`config.mk`:
```
export PLATFORM = sky130hd
export DESIGN_NAME = seq_mul64
export DESIGN_NICKNAME = d
export VERILOG_FILES = /design/src/rtl/riscv_pkg.sv /design/src/rtl/adder64.sv /design/src/rtl/seq_mul64.sv
export SDC_FILE = /design/constraint.sdc
export NUM_CORES = 1
export LEC_CHECK = 0
export BUFFER_PORTS_ARGS = -buffer_cell sky130_fd_sc_hd__clkbuf_2
export CORE_ASPECT_RATIO = 0.5
export CORE_UTILIZATION = 50
export DETAILED_ROUTE_END_ITERATION = 8
export HOLD_SLACK_MARGIN = 0.15
export PLACE_DENSITY = 0.68
export SETUP_SLACK_MARGIN = 0.05
export SLEW_MARGIN = 20
export SYNTH_ARGS = -nofsm -noshare
export SYNTH_HDL_FRONTEND = slang
export SYNTH_SLANG_ARGS = --single-unit
```
`constraint.sdc`:
```
create_clock -name clk -period 5.7 [get_ports clk]
set_input_delay 0.855 -clock clk [delete_from_list [all_inputs] [get_ports clk]]
set_output_delay 0.855 -clock clk [all_outputs]
set_load 0.005 [all_outputs]
```
`src/rtl/riscv_pkg.sv`:
```
// Shared RV64 EX-stage definitions: M-extension multiply op codes, the
// iterative multiplier state encoding and its fixed latency.
package riscv_pkg;

    localparam logic [1:0] MUL_OP_MUL    = 2'b00;
    localparam logic [1:0] MUL_OP_MULH   = 2'b01;
    localparam logic [1:0] MUL_OP_MULHSU = 2'b10;
    localparam logic [1:0] MUL_OP_MULHU  = 2'b11;

    localparam int MUL_LATENCY = 69;

    typedef enum logic [2:0] {
        ST_IDLE   = 3'd0,
        ST_NEG_A  = 3'd1,
        ST_NEG_B  = 3'd2,
        ST_MUL    = 3'd3,
        ST_NEG_LO = 3'd4,
        ST_NEG_HI = 3'd5,
        ST_DONE   = 3'd6
    } mul_state_e;

    // Request attributes captured when a multiply is accepted.
    typedef struct packed {
        logic [1:0] op;
        logic       sa;
        logic       sb;
        logic       neg;
    } mul_req_t;

endpackage

```
`src/rtl/adder64.sv`:
```
// Shared 64-bit ripple/carry adder used by the EX-stage iterative units.
module adder64 (
    input  logic [63:0] a,
    input  logic [63:0] b,
    input  logic        cin,
    output logic [63:0] sum,
    output logic        cout,
    output logic        ovfl
);
    assign {cout, sum} = {1'b0, a} + {1'b0, b} + {64'd0, cin};
    assign ovfl        = (a[63] == b[63]) && (sum[63] != a[63]);
endmodule

```
`src/rtl/seq_mul64.sv`:
```
// Iterative RV64M multiplier: sign-magnitude shift-add, one bit per cycle,
// with all negations and accumulation sharing a single adder64.
module seq_mul64
    import riscv_pkg::*;
#(
    parameter int XLEN = 64
) (
    input  logic            clk,
    input  logic            reset_n,
    input  logic            start,
    input  logic [1:0]      op,
    input  logic [XLEN-1:0] a,
    input  logic [XLEN-1:0] b,
    output logic            busy,
    output logic            done,
    output logic [XLEN-1:0] result
);
    localparam int CNT_W = $clog2(XLEN);

    mul_state_e      state, state_nxt;
    mul_req_t        req, req_d;
    logic [XLEN-1:0] a_q, b_q, ma, hi, lo;
    logic [CNT_W-1:0] cnt;
    logic            carry_q;

    logic [XLEN-1:0] add_a, add_b, add_sum;
    logic            add_cin, add_cout, unused_ovfl;

    adder64 u_adder (
        .a    (add_a),
        .b    (add_b),
        .cin  (add_cin),
        .sum  (add_sum),
        .cout (add_cout),
        .ovfl (unused_ovfl)
    );

    always_comb begin
        req_d     = '0;
        req_d.op  = op;
        req_d.sa  = (op != MUL_OP_MULHU) & a[XLEN-1];
        req_d.sb  = ((op == MUL_OP_MUL) | (op == MUL_OP_MULH)) & b[XLEN-1];
        req_d.neg = req_d.sa ^ req_d.sb;
    end

    // Adder operand mux: two's-complement negation is ~x + cin in every NEG state.
    always_comb begin
        add_a   = '0;
        add_b   = '0;
        add_cin = 1'b0;
        case (state)
            ST_NEG_A:  begin add_a = ~a_q; add_cin = 1'b1; end
            ST_NEG_B:  begin add_a = ~b_q; add_cin = 1'b1; end
            ST_MUL:    begin add_a = hi;   add_b = lo[0] ? ma : '0; end
            ST_NEG_LO: begin add_a = ~lo;  add_cin = 1'b1; end
            ST_NEG_HI: begin add_a = ~hi;  add_cin = carry_q; end
            default: ;
        endcase
    end

    always_ff @(posedge clk or negedge reset_n) begin
        if (!reset_n) state <= ST_IDLE;
        else          state <= state_nxt;
    end

    always_comb begin
        state_nxt = state;
        case (state)
            ST_IDLE:   if (start) state_nxt = ST_NEG_A;
            ST_NEG_A:  state_nxt = ST_NEG_B;
            ST_NEG_B:  state_nxt = ST_MUL;
            ST_MUL:    if (cnt == CNT_W'(XLEN-1)) state_nxt = ST_NEG_LO;
            ST_NEG_LO: state_nxt = ST_NEG_HI;
            ST_NEG_HI: state_nxt = ST_DONE;
            ST_DONE:   state_nxt = ST_IDLE;
            default:   state_nxt = ST_IDLE;
        endcase
    end

    always_comb begin
        busy = (state != ST_IDLE);
        done = (state == ST_DONE);
    end

    always_ff @(posedge clk or negedge reset_n) begin
        if (!reset_n) begin
            req     <= '0;
            a_q     <= '0;
            b_q     <= '0;
            ma      <= '0;
            hi      <= '0;
            lo      <= '0;
            cnt     <= '0;
            carry_q <= 1'b0;
            result  <= '0;
        end else begin
            case (state)
                ST_IDLE: if (start) begin
                    req <= req_d;
                    a_q <= a;
                    b_q <= b;
                end
                ST_NEG_A: ma <= req.sa ? add_sum : a_q;
                ST_NEG_B: begin
                    lo  <= req.sb ? add_sum : b_q;
                    hi  <= '0;
                    cnt <= '0;
                end
                // {cout,sum,lo} shifted right by one: the product grows into hi.
                ST_MUL: begin
                    hi  <= {add_cout, add_sum[XLEN-1:1]};
                    lo  <= {add_sum[0], lo[XLEN-1:1]};
                    cnt <= cnt + 1'b1;
                end
                ST_NEG_LO: begin
                    if (req.neg) lo <= add_sum;
                    carry_q <= req.neg & add_cout;
                end
                ST_NEG_HI: begin
                    if (req.neg) hi <= add_sum;
                    if (req.op == MUL_OP_MUL) result <= lo;
                    else                      result <= req.neg ? add_sum : hi;
                end
                default: ;
            endcase
        end
    end

endmodule

```
==> flow_summary.json, run 1 <==
{
  "slew-limit-headroom_pct": 20.0,
  "dieHeight_um": 161,
  "crit_type": "reg2reg",
  "setup_repair_after_global_routing_missed_its_margin": "no",
  "synth.yosys.warnings": 0,
  "netlist_top_cells_area": "sky130_fd_sc_hd__dfrtp_1, sky130_fd_sc_hd__nand2_1, sky130_fd_sc_hd__o21ai_0, sky130_fd_sc_hd__mux2_2, sky130_fd_sc_hd__a21oi_1",
  "hold_removal_path_class": "in2async",
  "grt.overflow.total": 0,
  "boundaryPins": 199,
  "synth_enable_flop_cells": 0,
  "antenna_cells": 0,
  "drc": 0,
  "ys_types": 70,
  "ctsResizeCount": 0,
  "sequential_cell_area_fraction_in_the_yosys_report_pct": 39.5,
  "cts_inserted_buffers": 38,
  "clockBufferDepth": 3,
  "initialDrtViolationCount": 2816,
  "dp_cells": 3683,
  "drt.antenna.violating_nets": 0,
  "final_net_count": 3276,
  "final_cell_count_no_fill": 3749,
  "worst_setup_path_end_kind": "flop",
  "cp.required_ns": 6.20,
  "port_buffers": 198,
  "viasPerCell": 6.60,
  "initial_core_util_pct": 51.4,
  "synthesis.instances": 2977,
  "detail_route.first_pass.iterations": 6,
  "setup_viol": 0,
  "synthesis.area_per_instance_um2": 8.50,
  "yosysTopAreaCellShare_pct": 39.5,
  "synth_top_cells_by_count": "sky130_fd_sc_hd__nand2_1, sky130_fd_sc_hd__dfrtp_1, sky130_fd_sc_hd__o21ai_0",
  "ys_async_sr_fraction_pct": 100,
  "timing.final.crit_period_ns": 5.34,
  "numClockSinks": 399,
  "p_leak_nw": 13.8,
  "first_global_vias": 23914,
  "sort_of_element_at_the_start_of_the_critical_path": "flop",
  "drt-wirelength-per-cell_um": 25.2,
  "detailedPlacementHpwl_um": 63700,
  "fp.dieW_um": 320,
  "synthMostInstantiatedCell": "sky130_fd_sc_hd__nand2_1",
  "fp-row-count": 57,
  "flow.area_growth_from_synthesis_pct": 12.0,
  "post_cts.repair.setup_buffers": 0,
  "cts.reportedPaths.clkPinSlew_ns": 0.07,
  "synth-main-ff-cell": "sky130_fd_sc_hd__dfrtp_1",
  "clock_latency_ns": 0.58,
  "crit_arrival_ns": 5.83,
  "antenna_found_initial": 2,
  "placeableCoreArea_um2": 49200,
  "clock-root-buffer": "sky130_fd_sc_hd__clkbuf_16",
  "max_freq_mhz": 187,
  "largest_net_degree_at_the_start_of_global_routing": 116,
  "yosys_register_bits": 399,
  "holdBufCountCts": 0,
  "globalRouteTotalUtil_pct": 36.4,
  "fraction_of_final_layout_cells_sized_beyond_drive_strength_1_pct": 16.6,
  "syn_area_um2": 25300,
  "irDropWorstVdd_mv": 0.184,
  "drv_slew": 0,
  "tns_ns": 0,
  "grt_first_pass_wirelength_um": 145000,
  "fin_crit_sh_pct": 93.6,
  "cts_tree": "yes",
  "fp.dieArea_um2": 51600,
  "worst_clk_skew_ns": 0.0242,
  "power_density_nw_per_um2": 195,
  "gp_congestion": 0.975,
  "yosysTopAreaCell": "sky130_fd_sc_hd__dfrtp_1",
  "timing_hold_violations_final": 0,
  "max_cap_viols": 0,
  "tightestPinTransition_ns": 1.20,
  "cts_htree_levels": 2,
  "layout.cell_area.non_filler_um2": 28400,
  "critPathMaxFanout": 14,
  "detail_route.wirelength_um": 94400,
  "standard_cell_area_after_detailed_placement_um2": 27200,
  "outcome": "finished clean",
  "syn_nets": 3179,
  "routed-via-count": 24752
}
[area by class of cell]
| cell class | instances | area (um^2) |
|---|---|---|
| fillers | 4494 | 20900 |
| multi-input cells | 2296 | 14400 |
| flip-flops and latches | 399 | 10000 |
| clock buffers | 57 | 1100 |
| repair buffers | 294 | 1820 |
| clock inverters | 9 | 86.3 |
| well taps | 649 | 812 |
| inverters | 45 | 170 |
[cell families (layout without fill, tap and decap cells)]
logic type	after synthesis	after routing	share of synthesized area, %
mux	256	256	10.8
xor+xnor	59	59	2.04
flops	399	399	39.5
fa+ha+maj	69	69	3.47
simple gates	916	916	15.6
buf+inv	282	405	4.23
compound gates	996	996	24.4
[worst paths after layout]
| check | start | cells after the start | endpoint | slack (ns) |
|---|---|---|---|---|
| worst max-delay path | state[1] | 17 | lo[46] | 0.36 |
| worst min-delay path | reset_n | 1 | a_q[47] | 0.29 |
| worst max register to register | state[1] | 17 | lo[46] | 0.36 |
| worst min register to register | ma[21] | 2 | ma[21] | 0.47 |
| max in group asynchronous | reset_n | 2 | hi[14] | 4.24 |
| min in group clk | ma[21] | 2 | ma[21] | 0.47 |
[power by group]
group,internal (mW),leakage [nW],switching (mW)
logic,0.0384,7.72,0.0708
clock network,1.39,0.577,1.20
registers,2.83,5.45,0
[per-stage QoR]
step	power (mW)	hold WS [ns]	setup slack, ns	util [%]
finish	5.52	0.288	0.363	57.6
detailed placement	3.00	0.463	0.565	55.2
floorplan	2.89	0.442	0.786	-
global placement	3.00	0.455	0.642	55.2
global route	5.69	0.340	0.0922	57.6
CTS	5.56	0.311	0.508	57.6
[critical path: stages (launching register included)]
cell and delay (ns):
sky130_fd_sc_hd__dfrtp_2 0.37, sky130_fd_sc_hd__clkinv_1 0.29, sky130_fd_sc_hd__nor2_4 0.54, sky130_fd_sc_hd__a22oi_1 0.21
sky130_fd_sc_hd__a21oi_1 0.18, sky130_fd_sc_hd__nor2_1 0.06, sky130_fd_sc_hd__fa_1 0.43, sky130_fd_sc_hd__fa_1 0.48
sky130_fd_sc_hd__nand2b_1 0.19, sky130_fd_sc_hd__a21oi_1 0.24, sky130_fd_sc_hd__o21a_1 0.26, sky130_fd_sc_hd__o211ai_1 0.24
sky130_fd_sc_hd__or3b_1 0.40, sky130_fd_sc_hd__a41o_1 0.36, sky130_fd_sc_hd__a21oi_2 0.10, sky130_fd_sc_hd__xnor2_1 0.53
sky130_fd_sc_hd__a222oi_1 0.18, sky130_fd_sc_hd__a21oi_1 0.18
[per-layer routing]
layer | up-vias | part of all wire, % | GRT usage [%]
li1 | 11035 | - | -
met1 | 11994 | 41 | 49.7
met2 | 1437 | 44 | 56.3
met3 | 286 | 10 | 7.10
met4 | 0 | 4.7 | 16.4
met5 | - | 0 | 0
[layout by cell type (no fill, tap or decap), drive strengths merged, types with 18 or more instances in the layout]
cell type,synthesis,routed
mux2i,125,125
nand3,19,19
dfrtp,399,399
a221oi,84,84
clkbuf,209,254
a21o,32,32
a32oi,32,32
a221o,24,24
and3,88,88
a31oi,53,53
a22oi,46,46
mux2,131,131
nor3,32,32
o21ai,327,327
nor2,229,229
ha,67,67
xnor2,41,41
xor2,18,18
a21oi,282,282
nand4,23,23
inv,45,45
nand2,469,469
or3,20,20
buf,28,97
[flip-flops by register name, summed over array words and instances, names as in the netlist]
signal and count:
a_q 64, b_q 64, carry_q 1, cnt 6, hi 64, lo 64, ma 64, req 5
result 64, state 3
Power figures use the tool's default switching activity.
==> run 2, diff against run 1 <==
- clock period: 5.7 -> 5.4 ns (I/O delays scaled with it)
==> run 2 against run 1 <==
- maximum frequency increased by 2.1%
- utilization increased by 1.0 points
- design area rose by 1.8%
- flip-flop and latch count is the same
- clock power is 20% higher
- setup slack lost 0.19 ns
- register-to-register slack worse by 0.19 ns
- die area stayed put
- sequential share of layout area shrank 0.63 points
- critical endpoint is now lo[63]
==> flow_summary.json, run 2 (same netlist as run 1, synthesis figures left out) <==
{
  "port_buffers": 198,
  "global_routing_usage_on_met3_pct": 7.84,
  "outcome": "finished clean",
  "sort_of_element_at_the_start_of_the_critical_path": "flop",
  "worst-path-buf-inv": 5,
  "hold_removal_path_class": "in2async",
  "cts_inserted_buffers": 40,
  "flow.area_growth_from_synthesis_pct": 14.1,
  "antenna_found_initial": 1,
  "grt.overflow.total": 0,
  "drt-wirelength-per-cell_um": 25.3,
  "clock-root-buffer": "sky130_fd_sc_hd__clkbuf_16",
  "fp.dieW_um": 320,
  "boundaryPins": 199,
  "routed-via-count": 24863,
  "critical-path-slowest-cell": "sky130_fd_sc_hd__nor4b_1",
  "cts_htree_levels": 2,
  "cts_tree": "yes",
  "grt_util_met1_pct": 49.7,
  "crit_chain": "clkinv_2 > buf_4 > buf_4 > a21oi_1 > a22oi_1 > nand2_1 > nand2_1 > o21ai_0 > ha_1 > buf_4 > nand3_1 > nor3_1 > buf_4 > nor4b_1 > and3_1 > a41oi_1 > and3b_1 > a221oi_1 > nor2_1",
  "dieHeight_um": 161,
  "initialDrtViolationCount": 2850,
  "max_freq_mhz": 191,
  "grt_first_pass_wirelength_um": 147000,
  "gr_peak_layer": "met2",
  "hold_ws_ns": 0.221,
  "setup_repair_after_global_routing_missed_its_margin": "yes",
  "fraction_of_final_layout_cells_sized_beyond_drive_strength_1_pct": 17.9,
  "groute.layer.met2.usage_pct": 58.2,
  "clockBufferDepth": 3,
  "worst_setup_path_end_kind": "flop",
  "p_leak_nw": 14.0,
  "tightestPinTransition_ns": 1.11,
  "detailedPlace.worstSlack_ns": 0.354,
  "final_common_cell": "sky130_fd_sc_hd__nand2_1",
  "layout_common_cells": "sky130_fd_sc_hd__nand2_1, sky130_fd_sc_hd__dfrtp_1, sky130_fd_sc_hd__o21ai_0",
  "crit_type": "reg2reg",
  "critPathMaxFanout": 25,
  "placeableCoreArea_um2": 49200,
  "clock_latency_ns": 0.59,
  "setup_viol": 0,
  "initial_core_util_pct": 51.4,
  "power_density_nw_per_um2": 215,
  "detail_route.wirelength_um": 95900,
  "fp.dieArea_um2": 51600,
  "detail_route.first_pass.iterations": 6,
  "timing.final.crit_period_ns": 5.23,
  "worst_clk_skew_ns": 0.0243,
  "timing_hold_violations_final": 0,
  "cp.required_ns": 5.87,
  "largest_net_degree_at_the_start_of_global_routing": 137,
  "first_global_vias": 24171,
  "layout.cell_area.non_filler_um2": 28900,
  "holdBufCountCts": 0,
  "crit_arrival_ns": 5.70,
  "standard_cell_area_after_detailed_placement_um2": 27400,
  "tns_ns": 0,
  "critical_path.max_stage_delay_ns": 0.59,
  "final_net_count": 3306,
  "irDropWorstVdd_mv": 0.209,
  "drv_slew": 0,
  "family_with_the_most_delay_on_the_worst_path": "simple AND/OR/NAND/NOR gates",
  "fin_util_pct": 58.7,
  "fin_crit_sh_pct": 96.8,
  "drt.antenna.violating_nets": 0,
  "gp_congestion": 1.06,
  "final_cell_count_no_fill": 3785,
  "dp_cells": 3708,
  "max_cap_viols": 0,
  "crit_path_frequent_cell": "sky130_fd_sc_hd__buf_4",
  "finalWorstSetupSlack_ns": 0.172,
  "slew-limit-headroom_pct": 26.1,
  "antenna_cells": 0,
  "drc": 0,
  "total_power_mw": 6.22,
  "globalRouteTotalUtil_pct": 37.0,
  "cts.reportedPaths.clkPinSlew_ns": 0.07,
  "fp-row-count": 57,
  "viasPerCell": 6.57,
  "detailedPlacementHpwl_um": 64000,
  "numClockSinks": 399
}
run 2: worst paths after layout:
kind | start | to | slack (ns) | cells after the start
max | state[0] | lo[63] | 0.17 | 19
min | reset_n | lo[45] | 0.22 | 1
max reg2reg | state[0] | lo[63] | 0.17 | 19
min reg2reg | ma[17] | ma[17] | 0.48 | 2
max in group asynchronous | reset_n | b_q[7] | 3.85 | 2
min in group clk | a[58] | a_q[58] | 0.45 | 2
run 2: timing repair:
| item | in CTS | in global routing |
|---|---|---|
| setup endpoints to repair | 0 | 22 |
| buffers inserted | 0 | 2 |
| gates resized for setup | 0 | 4 |
run 2: layer usage:
| metal | up-vias | part of all wire (%) |
|---|---|---|
| met5 | - | 0 |
| met4 | 0 | 4.6 |
| met3 | 299 | 10 |
| met2 | 1429 | 44 |
| met1 | 12050 | 41 |
| li1 | 11085 | - |
run 2: cell type report:
cell class | instances | area [um^2]
Tap cell | 649 | 812
Clock inverter | 19 | 270
Sequential cell | 399 | 10000
Clock buffer | 55 | 1150
Inverter | 45 | 174
Fill cell | 4497 | 20300
Timing Repair Buffer | 322 | 2080
Multi-Input combinational cell | 2296 | 14400
run 2: report_power, final:
part	total [mW]	switching [mW]	leakage [nW]	internal, mW
Combinational	0.115	0.0748	7.90	0.0401
Sequential	2.99	0	5.45	2.99
Clock	3.12	1.33	0.686	1.79
Total	6.22	1.40	14.0	4.82
